## src/rtl/mem_arbiter_if.sv

```systemverilog
// mem_arbiter_if: bundles the two requester ports, the memory-controller
// side and the status outputs of mem_arbiter.
//   slave  modport: the arbiter (consumes requests and controller replies,
//                   drives grants, completions and the controller request).
//   master modport: the environment (requesters plus memory controller).
interface mem_arbiter_if #(
  parameter int ADDR_W = 32,
  parameter int DATA_W = 32
);
  logic              req0_valid;
  logic              req0_rw;
  logic [ADDR_W-1:0] req0_addr;
  logic [DATA_W-1:0] req0_wdata;
  logic [DATA_W-1:0] req0_rdata;
  logic              req0_ready;

  logic              req1_valid;
  logic              req1_rw;
  logic [ADDR_W-1:0] req1_addr;
  logic [DATA_W-1:0] req1_wdata;
  logic [DATA_W-1:0] req1_rdata;
  logic              req1_ready;

  logic              mem_valid;
  logic              mem_rw;
  logic [ADDR_W-1:0] mem_addr;
  logic [DATA_W-1:0] mem_wdata;
  logic [DATA_W-1:0] mem_rdata;
  logic              mem_ready;

  logic [1:0]        grant;
  logic              timeout_err;

  modport slave (
    input  req0_valid, req0_rw, req0_addr, req0_wdata,
    input  req1_valid, req1_rw, req1_addr, req1_wdata,
    input  mem_rdata, mem_ready,
    output req0_rdata, req0_ready, req1_rdata, req1_ready,
    output mem_valid, mem_rw, mem_addr, mem_wdata,
    output grant, timeout_err
  );

  modport master (
    output req0_valid, req0_rw, req0_addr, req0_wdata,
    output req1_valid, req1_rw, req1_addr, req1_wdata,
    output mem_rdata, mem_ready,
    input  req0_rdata, req0_ready, req1_rdata, req1_ready,
    input  mem_valid, mem_rw, mem_addr, mem_wdata,
    input  grant, timeout_err
  );
endinterface

```

## src/rtl/mem_arbiter.sv

```systemverilog
// mem_arbiter: round-robin arbiter sharing one memory controller between
// port 0 (CPU) and port 1 (DMA / debug loader). One whole transaction is
// granted at a time; completion is a one-cycle ready pulse to the winner.
// A watchdog aborts a transaction after TIMEOUT unacknowledged BUSY cycles.
// Ports:
//   clk    - system clock, all state on the rising edge
//   reset  - asynchronous active-low reset
//   bus    - mem_arbiter_if.slave: requester ports, controller port, status
//
// state | meaning
// ------+------------------------------------------------------------
// IDLE  | no owner; arbitrate among valid requests
// BUSY0 | port 0 transaction presented to the controller
// BUSY1 | port 1 transaction presented to the controller
// DONE  | ready pulse visible; one edge for the requester to drop valid
module mem_arbiter #(
  parameter int ADDR_W  = 32,
  parameter int DATA_W  = 32,
  parameter int TIMEOUT = 255
) (
  input  logic          clk,
  input  logic          reset,
  mem_arbiter_if.slave  bus
);

  localparam int CNT_W = $clog2(TIMEOUT + 1);
  localparam logic [CNT_W-1:0] CNT_MAX  = CNT_W'(TIMEOUT);
  // Expiry is judged on the pre-increment value, so the abort happens on
  // the TIMEOUT-th BUSY edge.
  localparam logic [CNT_W-1:0] CNT_LAST = CNT_W'(TIMEOUT - 1);

  typedef enum logic [1:0] {IDLE, BUSY0, BUSY1, DONE} state_t;

  state_t            state_q, state_d;
  logic              mem_valid_q, mem_valid_d;
  logic              mem_rw_q, mem_rw_d;
  logic [ADDR_W-1:0] mem_addr_q, mem_addr_d;
  logic [DATA_W-1:0] mem_wdata_q, mem_wdata_d;
  logic [DATA_W-1:0] rdata0_q, rdata0_d;
  logic [DATA_W-1:0] rdata1_q, rdata1_d;
  logic              ready0_q, ready0_d;
  logic              ready1_q, ready1_d;
  logic              terr_q, terr_d;
  logic [1:0]        grant_q, grant_d;
  logic [CNT_W-1:0]  cnt_q, cnt_d;
  logic              last_q, last_d;    // 1 = port 1 was granted last

  logic              pick1;
  logic              expire;
  logic [DATA_W-1:0] rd_val;

  always_ff @(posedge clk or negedge reset) begin
    if (!reset) begin
      state_q     <= IDLE;
      mem_valid_q <= 1'b0;
      mem_rw_q    <= 1'b0;
      mem_addr_q  <= '0;
      mem_wdata_q <= '0;
      rdata0_q    <= '0;
      rdata1_q    <= '0;
      ready0_q    <= 1'b0;
      ready1_q    <= 1'b0;
      terr_q      <= 1'b0;
      grant_q     <= 2'b00;
      cnt_q       <= '0;
      last_q      <= 1'b1;   // port 0 wins the first tie
    end else begin
      state_q     <= state_d;
      mem_valid_q <= mem_valid_d;
      mem_rw_q    <= mem_rw_d;
      mem_addr_q  <= mem_addr_d;
      mem_wdata_q <= mem_wdata_d;
      rdata0_q    <= rdata0_d;
      rdata1_q    <= rdata1_d;
      ready0_q    <= ready0_d;
      ready1_q    <= ready1_d;
      terr_q      <= terr_d;
      grant_q     <= grant_d;
      cnt_q       <= cnt_d;
      last_q      <= last_d;
    end
  end

  always_comb begin
    state_d     = state_q;
    mem_valid_d = mem_valid_q;
    mem_rw_d    = mem_rw_q;
    mem_addr_d  = mem_addr_q;
    mem_wdata_d = mem_wdata_q;
    rdata0_d    = rdata0_q;
    rdata1_d    = rdata1_q;
    ready0_d    = 1'b0;
    ready1_d    = 1'b0;
    terr_d      = 1'b0;
    grant_d     = grant_q;
    cnt_d       = cnt_q;
    last_d      = last_q;
    pick1       = 1'b0;
    expire      = (cnt_q == CNT_LAST);
    rd_val      = bus.mem_ready ? bus.mem_rdata : '1;

    unique case (state_q)
      IDLE: begin
        if (bus.req0_valid || bus.req1_valid) begin
          // Port 1 wins when alone, or on a tie when port 0 went last.
          pick1       = bus.req1_valid && (!bus.req0_valid || !last_q);
          mem_valid_d = 1'b1;
          mem_rw_d    = pick1 ? bus.req1_rw    : bus.req0_rw;
          mem_addr_d  = pick1 ? bus.req1_addr  : bus.req0_addr;
          mem_wdata_d = pick1 ? bus.req1_wdata : bus.req0_wdata;
          grant_d     = pick1 ? 2'b10 : 2'b01;
          last_d      = pick1;
          cnt_d       = '0;
          state_d     = pick1 ? BUSY1 : BUSY0;
        end
      end
      BUSY0, BUSY1: begin
        // A late acknowledge on the expiry edge still counts as success.
        if (bus.mem_ready || expire) begin
          mem_valid_d = 1'b0;
          terr_d      = !bus.mem_ready;
          state_d     = DONE;
          if (state_q == BUSY1) begin
            ready1_d = 1'b1;
            if (mem_rw_q) rdata1_d = rd_val;
          end else begin
            ready0_d = 1'b1;
            if (mem_rw_q) rdata0_d = rd_val;
          end
        end else if (cnt_q != CNT_MAX) begin
          cnt_d = cnt_q + 1'b1;
        end
      end
      DONE: begin
        grant_d = 2'b00;
        state_d = IDLE;
      end
      default: state_d = IDLE;
    endcase
  end

  assign bus.mem_valid   = mem_valid_q;
  assign bus.mem_rw      = mem_rw_q;
  assign bus.mem_addr    = mem_addr_q;
  assign bus.mem_wdata   = mem_wdata_q;
  assign bus.req0_rdata  = rdata0_q;
  assign bus.req1_rdata  = rdata1_q;
  assign bus.req0_ready  = ready0_q;
  assign bus.req1_ready  = ready1_q;
  assign bus.timeout_err = terr_q;
  assign bus.grant       = grant_q;

endmodule

```

## src/flat_wrapper.sv

```systemverilog
// flat-port wrapper written by rule: the top's interface ports become plain ports
module mem_arbiter_flat 
#(
  parameter int ADDR_W  = 32,
  parameter int DATA_W  = 32,
  parameter int TIMEOUT = 255
)
  (clk, reset, bus_req0_valid, bus_req0_rw, bus_req0_addr, bus_req0_wdata, bus_req1_valid, bus_req1_rw, bus_req1_addr, bus_req1_wdata, bus_mem_rdata, bus_mem_ready, bus_req0_rdata, bus_req0_ready, bus_req1_rdata, bus_req1_ready, bus_mem_valid, bus_mem_rw, bus_mem_addr, bus_mem_wdata, bus_grant, bus_timeout_err);
  mem_arbiter_if #(.ADDR_W(ADDR_W), .DATA_W(DATA_W)) bus_i ();
  input  logic clk;
  input  logic reset;
  input wire logic [$bits(bus_i.req0_valid)-1:0] bus_req0_valid;
  input wire logic [$bits(bus_i.req0_rw)-1:0] bus_req0_rw;
  input wire logic [$bits(bus_i.req0_addr)-1:0] bus_req0_addr;
  input wire logic [$bits(bus_i.req0_wdata)-1:0] bus_req0_wdata;
  input wire logic [$bits(bus_i.req1_valid)-1:0] bus_req1_valid;
  input wire logic [$bits(bus_i.req1_rw)-1:0] bus_req1_rw;
  input wire logic [$bits(bus_i.req1_addr)-1:0] bus_req1_addr;
  input wire logic [$bits(bus_i.req1_wdata)-1:0] bus_req1_wdata;
  input wire logic [$bits(bus_i.mem_rdata)-1:0] bus_mem_rdata;
  input wire logic [$bits(bus_i.mem_ready)-1:0] bus_mem_ready;
  output wire logic [$bits(bus_i.req0_rdata)-1:0] bus_req0_rdata;
  output wire logic [$bits(bus_i.req0_ready)-1:0] bus_req0_ready;
  output wire logic [$bits(bus_i.req1_rdata)-1:0] bus_req1_rdata;
  output wire logic [$bits(bus_i.req1_ready)-1:0] bus_req1_ready;
  output wire logic [$bits(bus_i.mem_valid)-1:0] bus_mem_valid;
  output wire logic [$bits(bus_i.mem_rw)-1:0] bus_mem_rw;
  output wire logic [$bits(bus_i.mem_addr)-1:0] bus_mem_addr;
  output wire logic [$bits(bus_i.mem_wdata)-1:0] bus_mem_wdata;
  output wire logic [$bits(bus_i.grant)-1:0] bus_grant;
  output wire logic [$bits(bus_i.timeout_err)-1:0] bus_timeout_err;
  assign bus_i.req0_valid = bus_req0_valid;
  assign bus_i.req0_rw = bus_req0_rw;
  assign bus_i.req0_addr = bus_req0_addr;
  assign bus_i.req0_wdata = bus_req0_wdata;
  assign bus_i.req1_valid = bus_req1_valid;
  assign bus_i.req1_rw = bus_req1_rw;
  assign bus_i.req1_addr = bus_req1_addr;
  assign bus_i.req1_wdata = bus_req1_wdata;
  assign bus_i.mem_rdata = bus_mem_rdata;
  assign bus_i.mem_ready = bus_mem_ready;
  assign bus_req0_rdata = bus_i.req0_rdata;
  assign bus_req0_ready = bus_i.req0_ready;
  assign bus_req1_rdata = bus_i.req1_rdata;
  assign bus_req1_ready = bus_i.req1_ready;
  assign bus_mem_valid = bus_i.mem_valid;
  assign bus_mem_rw = bus_i.mem_rw;
  assign bus_mem_addr = bus_i.mem_addr;
  assign bus_mem_wdata = bus_i.mem_wdata;
  assign bus_grant = bus_i.grant;
  assign bus_timeout_err = bus_i.timeout_err;
  mem_arbiter #(.ADDR_W(ADDR_W), .DATA_W(DATA_W), .TIMEOUT(TIMEOUT)) u_core (.clk(clk), .reset(reset), .bus(bus_i));
endmodule
```

## config.mk

```make
export PLATFORM = sky130hd
export DESIGN_NAME = mem_arbiter_flat
export DESIGN_NICKNAME = d
export VERILOG_FILES = /design/src/rtl/mem_arbiter_if.sv /design/src/rtl/mem_arbiter.sv /design/src/flat_wrapper.sv
export SDC_FILE = /design/constraint.sdc
export NUM_CORES = 1
export LEC_CHECK = 0
export ABC_CLOCK_PERIOD_IN_PS = 2050
export BUFFER_PORTS_ARGS = -buffer_cell sky130_fd_sc_hd__buf_4
export CAP_MARGIN = 15
export CORE_ASPECT_RATIO = 0.8
export CORE_MARGIN = 2
export CORE_UTILIZATION = 23
export DETAILED_ROUTE_END_ITERATION = 12
export PLACE_DENSITY_LB_ADDON = 0.2
export REMOVE_ABC_BUFFERS = 1
export SLEW_MARGIN = 10
export SYNTH_ARGS = -nofsm -noshare
export SYNTH_HDL_FRONTEND = slang
export SYNTH_SLANG_ARGS = --single-unit
```

## constraint.sdc

```tcl
create_clock -name clk -period 2.05 [get_ports clk]
set_input_delay 0.3075 -clock clk [delete_from_list [all_inputs] [get_ports clk]]
set_output_delay 0.3075 -clock clk [all_outputs]
set_load 0.1 [all_outputs]
```

* After elaboration in Yosys (flattened, before gate mapping)
Cells that the tools add are included.
** Storage, ports and cells
- Flip-flop bits (word level) :: 146
- Word-level logic and storage cells :: 66
- Bits of input ports :: 167
- Output and inout bits :: 135
** Cells by class
- Add/sub/neg operators :: 1
- Equal/unequal tests :: 9
- Bitwise operators :: 1
- Muxes and demuxes :: 24
- Reduce and logical (&&, ||, !) cells :: 18
** Operators with widths (count)
- $mux 32 :: 3
- $mux 8 :: 3
- $pmux 8 s2 :: 1
- $reduce_and 4->1 :: 3
- $mux 1 :: 11
- $add 8x1->8 const B :: 1
- $eq 8x8->1 const B :: 1
- $ne 8x8->1 const B :: 1
- $mux 2 :: 3
- $ne 2x1->1 const B :: 3
- $pmux 2 s3 :: 1
- $reduce_and 2->1 :: 3
- $eq 2x2->1 const B :: 2
- $pmux 2 s2 :: 1
- $reduce_bool 2->1 :: 2
- $logic_not 1->1 :: 3
- $logic_or 1x1->1 :: 3
- $reduce_and 3->1 :: 1
- $eq 2x1->1 const B :: 1
- $logic_not 2->1 :: 1
- $ne 2x2->1 const B :: 1
- $pmux 1 s2 :: 1
- $reduce_or 2->1 :: 1
- $logic_and 1x1->1 :: 1
- $not 1->1 :: 1

* Longest topological paths before layout
- Depth in word-level cells :: 6
- Depth in mapped cells :: 8

* Worst setup path before layout
OpenSTA, ideal clock, no wires.
- Path kind :: flip-flop to flip-flop
- Start point :: register u_core.mem_rw_q, in the netlist u_core.bus.mem_rw
- End point :: register u_core.rdata0_q[0], in the netlist u_core.bus.req0_rdata[0]
- Setup slack :: 226 ps
- Cell stages (with the launch flop) :: 4
- Required time :: 1925 ps
- Setup time :: 125 ps
- Period minus slack after synthesis :: 1824 ps
- Arrival time :: 1699 ps
- Cell sequence :: dfrtp_1 > nand3_1 > clkbuf_1 > o22a_1
** Between the ends
- Longest elaborated chain between the ends :: 1
** Ends and longest elaborated chain
- start: declaration :: RTL line mem_arbiter.sv:36 : logic mem_rw_q, mem_rw_d;
- start signal: assignment :: RTL line mem_arbiter.sv:70 : mem_rw_q <= mem_rw_d;
- $reduce_and 4->1 (no source line)
- end signal: assignment :: RTL line mem_arbiter.sv:73 : rdata0_q <= rdata0_d;
- end: declaration :: RTL line mem_arbiter.sv:39 : logic [DATA_W-1:0] rdata0_q, rdata0_d;
Every way passes these cells.
A chain may end at the register's enable or synchronous reset.

* Final worst setup path
- Start point :: register u_core.cnt_q[0]
- End point :: register u_core.rdata1_q[24], in the netlist u_core.bus.req1_rdata[24]
** Between the ends
- Longest elaborated chain between the ends :: 3
** Ends and longest elaborated chain
- start: declaration :: RTL line mem_arbiter.sv:45 : logic [CNT_W-1:0] cnt_q, cnt_d;
- start signal: assignment :: RTL line mem_arbiter.sv:79 : cnt_q <= cnt_d;
- $eq 8x8->1 :: RTL line mem_arbiter.sv:99 : expire = (cnt_q == CNT_LAST);
- $logic_or 1x1->1 :: RTL line mem_arbiter.sv:119 : if (bus.mem_ready || expire) begin
- $reduce_and 4->1 (no source line)
- end signal: assignment :: RTL line mem_arbiter.sv:74 : rdata1_q <= rdata1_d;
- end: declaration :: RTL line mem_arbiter.sv:40 : logic [DATA_W-1:0] rdata1_q, rdata1_d;
Every way passes these cells.

==> metrics.cfg <==
[status]
status=completed

[floorplan]
core_area_um2=27200
ios=302
core.rowCount=54
die_x_um=189
fp.dieH_um=152
dieArea_um2=28800
initial_core_util_pct=23.2

[placed_design]
dpl.cell_count=1187
hpwlAfterDp_mm=14.3
pre_cts_ws_ps=155
place_congestion=0.750
io_buffers=301

[clock_tree]
post_cts_buffers=0
insertion_delay_ps=420
cts_max_level=4
clk_pin_slew_ps=70
root_buffer=clkbuf_16
cts_sinks=146
cts_max_path_buffers=2
cts_tree=yes
numCtsBuffers=17

[synth]
avgSynthCellArea_um2=11.8
ys_warn_count=0
ys.flop_type=dfrtp_1
yosysMostFrequentCell=dfrtp_1
synth_top_cell_by_area=dfrtp_1
synth_edf_count=0
syn-cell-area_um2=6310
seq_area_frac_synth_pct=57.9
async_reset_ff_share_pct=100
synth_area_leaders=dfrtp_1 (57%), mux2i_1 (11%), o22a_1 (8.9%)
syn_inst=533
ys_ff_latch=146
synth_top_area_share_pct=57.5
synth_top_cells_by_count=dfrtp_1 (145), nand2_1 (72), mux2i_1 (69), o22a_1 (64), o21ai_0 (42)
synth_cell_types=45

[critical_path]
end_kind=flip-flop
critPathKind=reg -> reg
ff2ff_setup_slack_ps=210
critPathArrivalTime_ps=2190
startpoint_type=flip-flop
worstPathMaxFanout=32
critPathRequiredTime_ps=2400
rr_worst_depth=5

[global_routing]
antenna_found_initial=0
track_usage_pct=13.4
grt.overflow.total=0
grt_max_degree=88
grt_pass1_wl_mm=30.6
grt_pass1_vias=5318

[routing]
drtIter0Drc=133
wl_per_cell_um=15.8
firstDrtPassIters=4
drc_errors=0
wl_mm=19.3
postRouteAntennaNets=0
viasPerCell=4.28
vias=5225

[finish]
nNetsFinal=1018
drive_gt1_share_pct=43.3
stdcell_count=1220
multiInputGateArea_um2=2430
utilization_pct=35.6
diodes=0
layout.filler_cells=2831
area_growth_pct=53.2
seq_area_um2=3650

[sta]
final-max-slew-violation-count=0
finalCritPeriodShare_pct=89.8
finalHoldViolCount=0
rsz0062_at_grt=no
whs_ps=127
fin_ws_ps=208
max_slew_margin_pct=45.1
period_minus_slack_ps=1840
finalSetupViolCount=0
max_freq_mhz=543
clock_skew_ps=13.3
tightest_slew_ps=821

[run]
maxCapViolCount=0

[min_path]
min_path_cells=2
worst_hold_path_type=in -> reg

[through the flow]
step	cell area [um2]	TNS [ps]
6_report	9680	0
5_1_grt	9680	0
4_1_cts	9670	0
3_5_place_dp	9070	0
3_3_place_gp	9070	0
2_1_floorplan	6090	-355360
[what timing repair did]
item                                    4_1_cts  5_1_grt
endpoints found under the setup margin        0        3
gates resized for setup                       0        2
endpoints found under the hold margin        39        0
hold buffers                                  1        0
[cells by family (layout without fill, tap and decap cells)]
family                     after synthesis  in the layout  synth area share [%]
buffers and inverters                   42            365                  3.96
adders and majority gates                8              8                  1.59
muxes                                   70             70                  11.1
DFF                                    146            146                  57.9
AOI/OAI and AO/OA                      160            160                  17.8
xor gates and xnor gates                 1              1                 0.139
and+or+nand+nor                        106            106                  7.57
[worst max-delay path, stage by stage, from the launching register on]
cell and delay (ps):
dfrtp_1 380, inv_1 60, ha_1 230, a31oi_4 150, nor2_4 670, o22a_1 260
[final cells by class]
| cell class | instances | area share [%] |
|---|---|---|
| timing repair buffer | 327 | 26.1 |
| sequential | 146 | 37.8 |
| multi-input combinational | 345 | 25.1 |
| inverter | 6 | 0.233 |
| tap | 364 | 4.71 |
| clock buffer | 17 | 4.40 |
| clock inverter | 15 | 1.67 |
[cell usage in the layout, fill, tap and decap left out, types with 3 or more instances in the layout]
cell / synthesis / final
o22a_1: 64 / 64
clkbuf_16: 0 / 17
a21oi_1: 5 / 5
inv_8: 0 / 4
buf_12: 0 / 5
mux2i_1: 69 / 69
nand3_1: 7 / 7
o21ai_0: 42 / 41
inv_1: 5 / 5
clkinv_8: 0 / 3
inv_6: 0 / 5
nand2_1: 72 / 72
nor2_1: 8 / 7
dfrtp_1: 145 / 145
nor3b_1: 3 / 3
ha_1: 8 / 7
buf_4: 14 / 320
o21ai_1: 29 / 29
[flip-flops by register name, summed over array words and instances, names as in the netlist]
signal / flops
u_core.bus.grant: 2
u_core.bus.mem_addr: 32
u_core.bus.mem_rw: 1
u_core.bus.mem_valid: 1
u_core.bus.mem_wdata: 32
u_core.bus.req0_rdata: 32
u_core.bus.req0_ready: 1
u_core.bus.req1_rdata: 32
u_core.bus.req1_ready: 1
u_core.bus.timeout_err: 1
u_core.cnt_q: 8
u_core.last_q: 1
u_core.state_q: 2
[per-layer routing]
metal / GRT usage, % / vias to the layer above / share of wire [%]
met5: 0 / - / 0
met4: 2.55 / 0 / 0.67
li1: - / 2554 / -
met1: 18.4 / 2453 / 46
met2: 19.7 / 208 / 43
met3: 6.06 / 10 / 10
[worst paths after layout]
check                                         start                        end
setup / recovery                    u_core.cnt_q[0]  u_core.bus.req1_rdata[24]
hold / removal                    bus_mem_rdata[15]  u_core.bus.req1_rdata[15]
setup reg to reg                    u_core.cnt_q[0]  u_core.bus.req1_rdata[24]
hold reg to reg            u_core.bus.mem_wdata[22]   u_core.bus.mem_wdata[22]
max in group asynchronous                     reset    u_core.bus.mem_addr[15]
min in group asynchronous                     reset      u_core.bus.req1_ready
Power is left out: the tool's default activity adds up to more than one toggle a clock period on the data nets, which glitch-free logic cannot reach.
